[src/rtl/fetch_stage.sv]
// Instruction-fetch stage: owns the PC, drives the synchronous IMEM, and hands
// {instr, pc, valid} to decode with stall hold, redirect squash and a fetch counter.
module fetch_stage #(
    parameter logic [31:0] RESET_PC  = 32'h4000_0000,
    parameter logic [31:0] NOP_INSTR = 32'h0000_0013
) (
    input  logic        clk,
    input  logic        rst_n,
    input  logic        stall,
    input  logic        redirect_valid,
    input  logic [31:0] redirect_pc,
    output logic [31:0] imem_addr,
    output logic        imem_en,
    input  logic [31:0] imem_dout,
    output logic [31:0] if_instr,
    output logic [31:0] if_pc,
    output logic        if_valid,
    output logic [31:0] fetch_count
);

    logic [31:0] r_pc_f;
    logic        r_started;
    logic [31:0] r_hold_instr;
    logic        r_held;
    logic [31:0] r_cnt;

    logic [31:0] w_next_pc;
    logic        w_valid;
    logic        w_accept;

    always_comb begin
        w_next_pc = r_pc_f + 32'd4;
        if (redirect_valid) begin
            w_next_pc = {redirect_pc[31:2], 2'b00};
        end else if (!r_started || stall) begin
            w_next_pc = r_pc_f;
        end
    end

    // The wrong-path word sitting on the outputs in a redirect cycle is killed here.
    assign w_valid  = rst_n & r_started & ~redirect_valid;
    assign w_accept = w_valid & ~stall;

    assign imem_addr   = rst_n ? w_next_pc : RESET_PC;
    assign imem_en     = rst_n;
    assign if_pc       = rst_n ? r_pc_f : RESET_PC;
    assign if_valid    = w_valid;
    assign if_instr    = !w_valid ? NOP_INSTR : (r_held ? r_hold_instr : imem_dout);
    assign fetch_count = rst_n ? r_cnt : 32'd0;

    always_ff @(posedge clk) begin
        if (!rst_n) begin
            r_pc_f    <= RESET_PC;
            r_started <= 1'b0;
            r_held    <= 1'b0;
            r_cnt     <= 32'd0;
        end else begin
            r_pc_f    <= w_next_pc;
            r_started <= 1'b1;
            if (w_accept) begin
                r_cnt <= r_cnt + 32'd1;
            end
            // Capture only a real instruction so the IMEM word may change under a stall.
            if (redirect_valid) begin
                r_held <= 1'b0;
            end else if (stall && !r_held && r_started) begin
                r_hold_instr <= imem_dout;
                r_held       <= 1'b1;
            end else if (!stall) begin
                r_held <= 1'b0;
            end
        end
    end

endmodule

[config.mk]
export PLATFORM = sky130hd
export DESIGN_NAME = fetch_stage
export DESIGN_NICKNAME = d
export VERILOG_FILES = /design/src/rtl/fetch_stage.sv
export SDC_FILE = /design/constraint.sdc
export NUM_CORES = 1
export LEC_CHECK = 0
export BUFFER_PORTS_ARGS = -buffer_cell sky130_fd_sc_hd__buf_4
export CAP_MARGIN = 20
export CORE_MARGIN = 4
export CORE_UTILIZATION = 30
export CTS_BUF_LIST = sky130_fd_sc_hd__clkbuf_4 sky130_fd_sc_hd__clkbuf_8
export DETAILED_ROUTE_END_ITERATION = 6
export HOLD_SLACK_MARGIN = 0.1
export PLACE_DENSITY = 0.55
export SETUP_SLACK_MARGIN = 0.4
export SYNTH_ARGS = -nofsm -noshare
export SYNTH_HDL_FRONTEND = slang
export SYNTH_SLANG_ARGS = --single-unit
[constraint.sdc]
create_clock -name clk -period 5.1 [get_ports clk]
set_input_delay 0.51 -clock clk [delete_from_list [all_inputs] [get_ports clk]]
set_output_delay 0.51 -clock clk [all_outputs]
set_load 0.02 [all_outputs]
==> metrics.csv <==
stage;metric;value;unit
status;run_status;complete, no violations;
clock_tree;clock_sinks;98;
place;gp_congestion;0.8333;
sta;finClkSkew;10.92;ps
power;total_leakage_power;0.002805;uW
critical_path;cp_common_cell;or4_1;
route;final_antenna_net_count;0;
yosys;synth_seq_cells;98;
yosys;synth_area_leaders;dfxtp_1, edfxtp_1, and2_1;
critical_path;rrSetupSlack;2480;ps
critical_path;cp_slowest_cell;or4_1;
critical_path;worstPathArrival;3010;ps
die;die_y;140.4;um
die;core;0.01724;mm^2
yosys;synthCells;584;
final_layout;n_fill_cell;1740;
critical_path;cp.required;4590;ps
yosys;ys_seq_area_share;43.42;%
route;drc;0;
die;fp.dieW;140.4;um
clock_tree;htreeDepth;3;
sta;hold-worst-slack;315.4;ps
sta;period_share;69.00;%
final_layout;synthToLayoutAreaGrowth;35.54;%
route;viasPerCell;5.162;
power;pwr-share-comb;14.9;%
yosys;yosysTopAreaCell;dfxtp_1;
route;first_pass_iters;4;
final_layout;antennaDiodeCount;0;
yosys;synth.net_count;654;
clock_tree;clkTransAtPathRegs;100;ps
critical_path;max_stage_delay;700;ps
sta;fin_crit;3519;ps
sta;finalSetupViolations;0;
die;num_rows;48;
yosys;synth-main-ff-cell;dfxtp_1;
hold_path;hold_path_class;in -> reg;
critical_path;crit_path_start_kind;register;
final_layout;final_util;41.33;%
sta;fmax;284.2;MHz
clock_tree;numCtsBuffers;9;
power;powerDensity;236.4;mW/mm^2
clock_tree;clk_latency;370;ps
power;sequentialPowerShare;50.9;%
final_layout;final_area;0.007124;mm^2
yosys;synth_edf_count;32;
global_routing;grt_usage;15.79;%
critical_path;critical_path_buf_inv_count;1;
clock_tree;cts_setup_buffers;0;
hold_path;whs_path_depth;1;
power;netSwitchingFraction;27.20;%
yosys;syn_avg_cell_area;9.000;um^2
yosys;yosysMostFrequentCell;nor2_1;
critical_path;reg2reg_from;r_started;
global_routing;grt_antenna_before_repair;0;
route;wl_per_cell;16.45;um
sta;hold_viol;0;
critical_path;rr_worst_depth;5;
critical_path;crit_type;reg -> out;
clock_tree;cts_tree;done;
route;drt_iter0_drc;233;
critical_path;critPathMaxFanout;9;
final_layout;nets;821;
yosys;synth_commonest_cells;nor2_1, and2_1, dfxtp_1;
hold_path;min_from;imem_dout[21];
flow_run;drv_cap;0;
global_routing;grt_pass1_wl;25.56;mm
die;die_area;0.01970;mm^2
sta;fin_tns_setup;0;ps
power;vdd_drop_max;0.0001046;V
sta;grt_setup_unrepaired;no;
yosys;synth_area;0.005256;mm^2
yosys;synthArstFlopShare;0;%
global_routing;grt_max_degree;92;
place;placed_area;0.006900;mm^2
die;ios;198;
route;wl;16.14;mm
place;hpwl;11.74;mm
global_routing;grt_remaining_overflow;0;
sta;worst_pin_slew;1053;ps
die;start_util;30.50;%
critical_path;cp-end-kind;primary output;
final_layout;drive_above_1_share;31.48;%
clock_tree;cts_hold_buf;0;
critical_path;path_cells;ha_1 > nand3b_4 > or4_1 > or4_1 > a311oi_1 > buf_4;
sta;slew_viol_final;0;
yosys;synth_warnings;0;
critical_path;worst_path_dominant_cell_family;simple AND/OR/NAND/NOR gates;
place;portBuffers;195;
power;p_clk_share;34.2;%
yosys;synth.top_cell.area_share;25.14;%
clock_tree;cts.repair.resized;0;
clock_tree;root_buffer;clkbuf_8;
hold_path;min_to;r_hold_instr[21];
global_routing;grt_pass1_vias;4866;
clock_tree;clockBufferDepth;2;
route;dr_total_vias;5064;
sta;slew_headroom;29.21;%
yosys;ys_types;41;
power;intPower;1226;uW
critical_path;r2r_end;r_cnt[27];
power;power.switching;458.1;uW
-- worst register-to-register path, delay by kind of cell, from the launching register on --
kind | cells | cell delay [ps]
muxes | 1 | 380
buffers and inverters | 1 | 200
DFF | 1 | 490
and+or+nand+nor | 3 | 1440
-- per-layer routing --
layer  vias to the layer above  routed length, um  track usage (%)  part of all wire [%]
met5                         -                  0                0                     0
met4                         0                446            6.680                   2.8
met3                        32               1068            3.312                   6.6
met2                       176               7569            25.23                    47
met1                      2402               7052            20.72                    44
li1                       2454                  -                -                     -
-- how the worst max path moves through the flow --
stage              startpoint         endpoint  depth (start not counted)  slack, ps
3_3_place_gp   redirect_valid      if_instr[4]                          6       1450
2_1_floorplan  redirect_valid  r_hold_instr[0]                          4       1280
5_1_grt             r_pc_f[3]    imem_addr[28]                          6       1410
3_5_place_dp            rst_n        r_cnt[27]                          6       1740
6_report            r_pc_f[2]    imem_addr[28]                          6       1580
4_1_cts             r_pc_f[2]    imem_addr[28]                          6       1500
-- sequential cells by signal (all words and copies together) (netlist names) --
name          count
r_cnt            32
r_hold_instr     32
r_pc_f           32
r_held            1
r_started         1
-- cells in the final DEF (no fill, tap or decap), types with 3 or more instances in the layout --
cell	synthesis	layout
a31oi_1	6	6
edfxtp_1	32	32
and4_1	15	15
or4_1	12	12
nor3_1	20	20
a211oi_1	7	7
xor2_1	6	6
nand4_1	20	20
buf_4	1	199
inv_1	9	9
nand2_1	23	23
xnor2_1	9	9
nor2b_1	4	4
and2_1	66	66
nor4_1	11	10
a21oi_1	13	13
or3_1	8	8
nand3_1	19	19
mux2i_1	34	34
o31ai_1	10	10
dfxtp_1	66	65
mux2_2	16	16
and3_1	7	7
nor3b_1	4	3
clkbuf_8	0	9
a311oi_1	8	8
o21ai_0	33	33
nor2_1	68	68
-- power groups by stage --
stage                     Clock, uW  Combinational [uW]  Sequential, uW
after floorplan                   0                 137             862
after global placement            0                 249             874
after detailed placement          0                 254             875
after CTS                       600                 255             857
after global routing            627                 273             862
final                           575                 252             857
-- area by class of cell --
type	count	area, um^2	share of cell area [%]
timing repair buffer	200	1521	21.36
sequential	98	2283	32.05
inverter	10	37.54	0.5269
clock inverter	6	92.59	1.300
multi-input combinational	432	2776	38.97
clock buffer	10	131.4	1.844
tap	225	281.5	3.952
-- cells by family (layout without fill, tap and decap cells) --
family | count (synthesis) | in the layout | synth area share, %
AO/OA/AOI/OAI | 79 | 79 | 9.236
adder cells (fa/ha/maj) | 2 | 2 | 0.4760
flip-flops | 98 | 98 | 43.42
buffers and inverters | 54 | 226 | 3.975
AND/OR/NAND/NOR | 286 | 286 | 30.49
multiplexers | 50 | 50 | 9.902
XOR/XNOR | 15 | 15 | 2.499
-- through the flow --
step | instances | setup slack (ps) | total power (uW)
6_report | 981 | 1581 | 1684
4_1_cts | 981 | 1505 | 1712
5_1_grt | 981 | 1409 | 1762
3_5_place_dp | 965 | 1742 | 1129
3_3_place_gp | 964 | 1455 | 1123
2_1_floorplan | 584 | 1282 | 999.0
(Power assumes the default switching activity.)
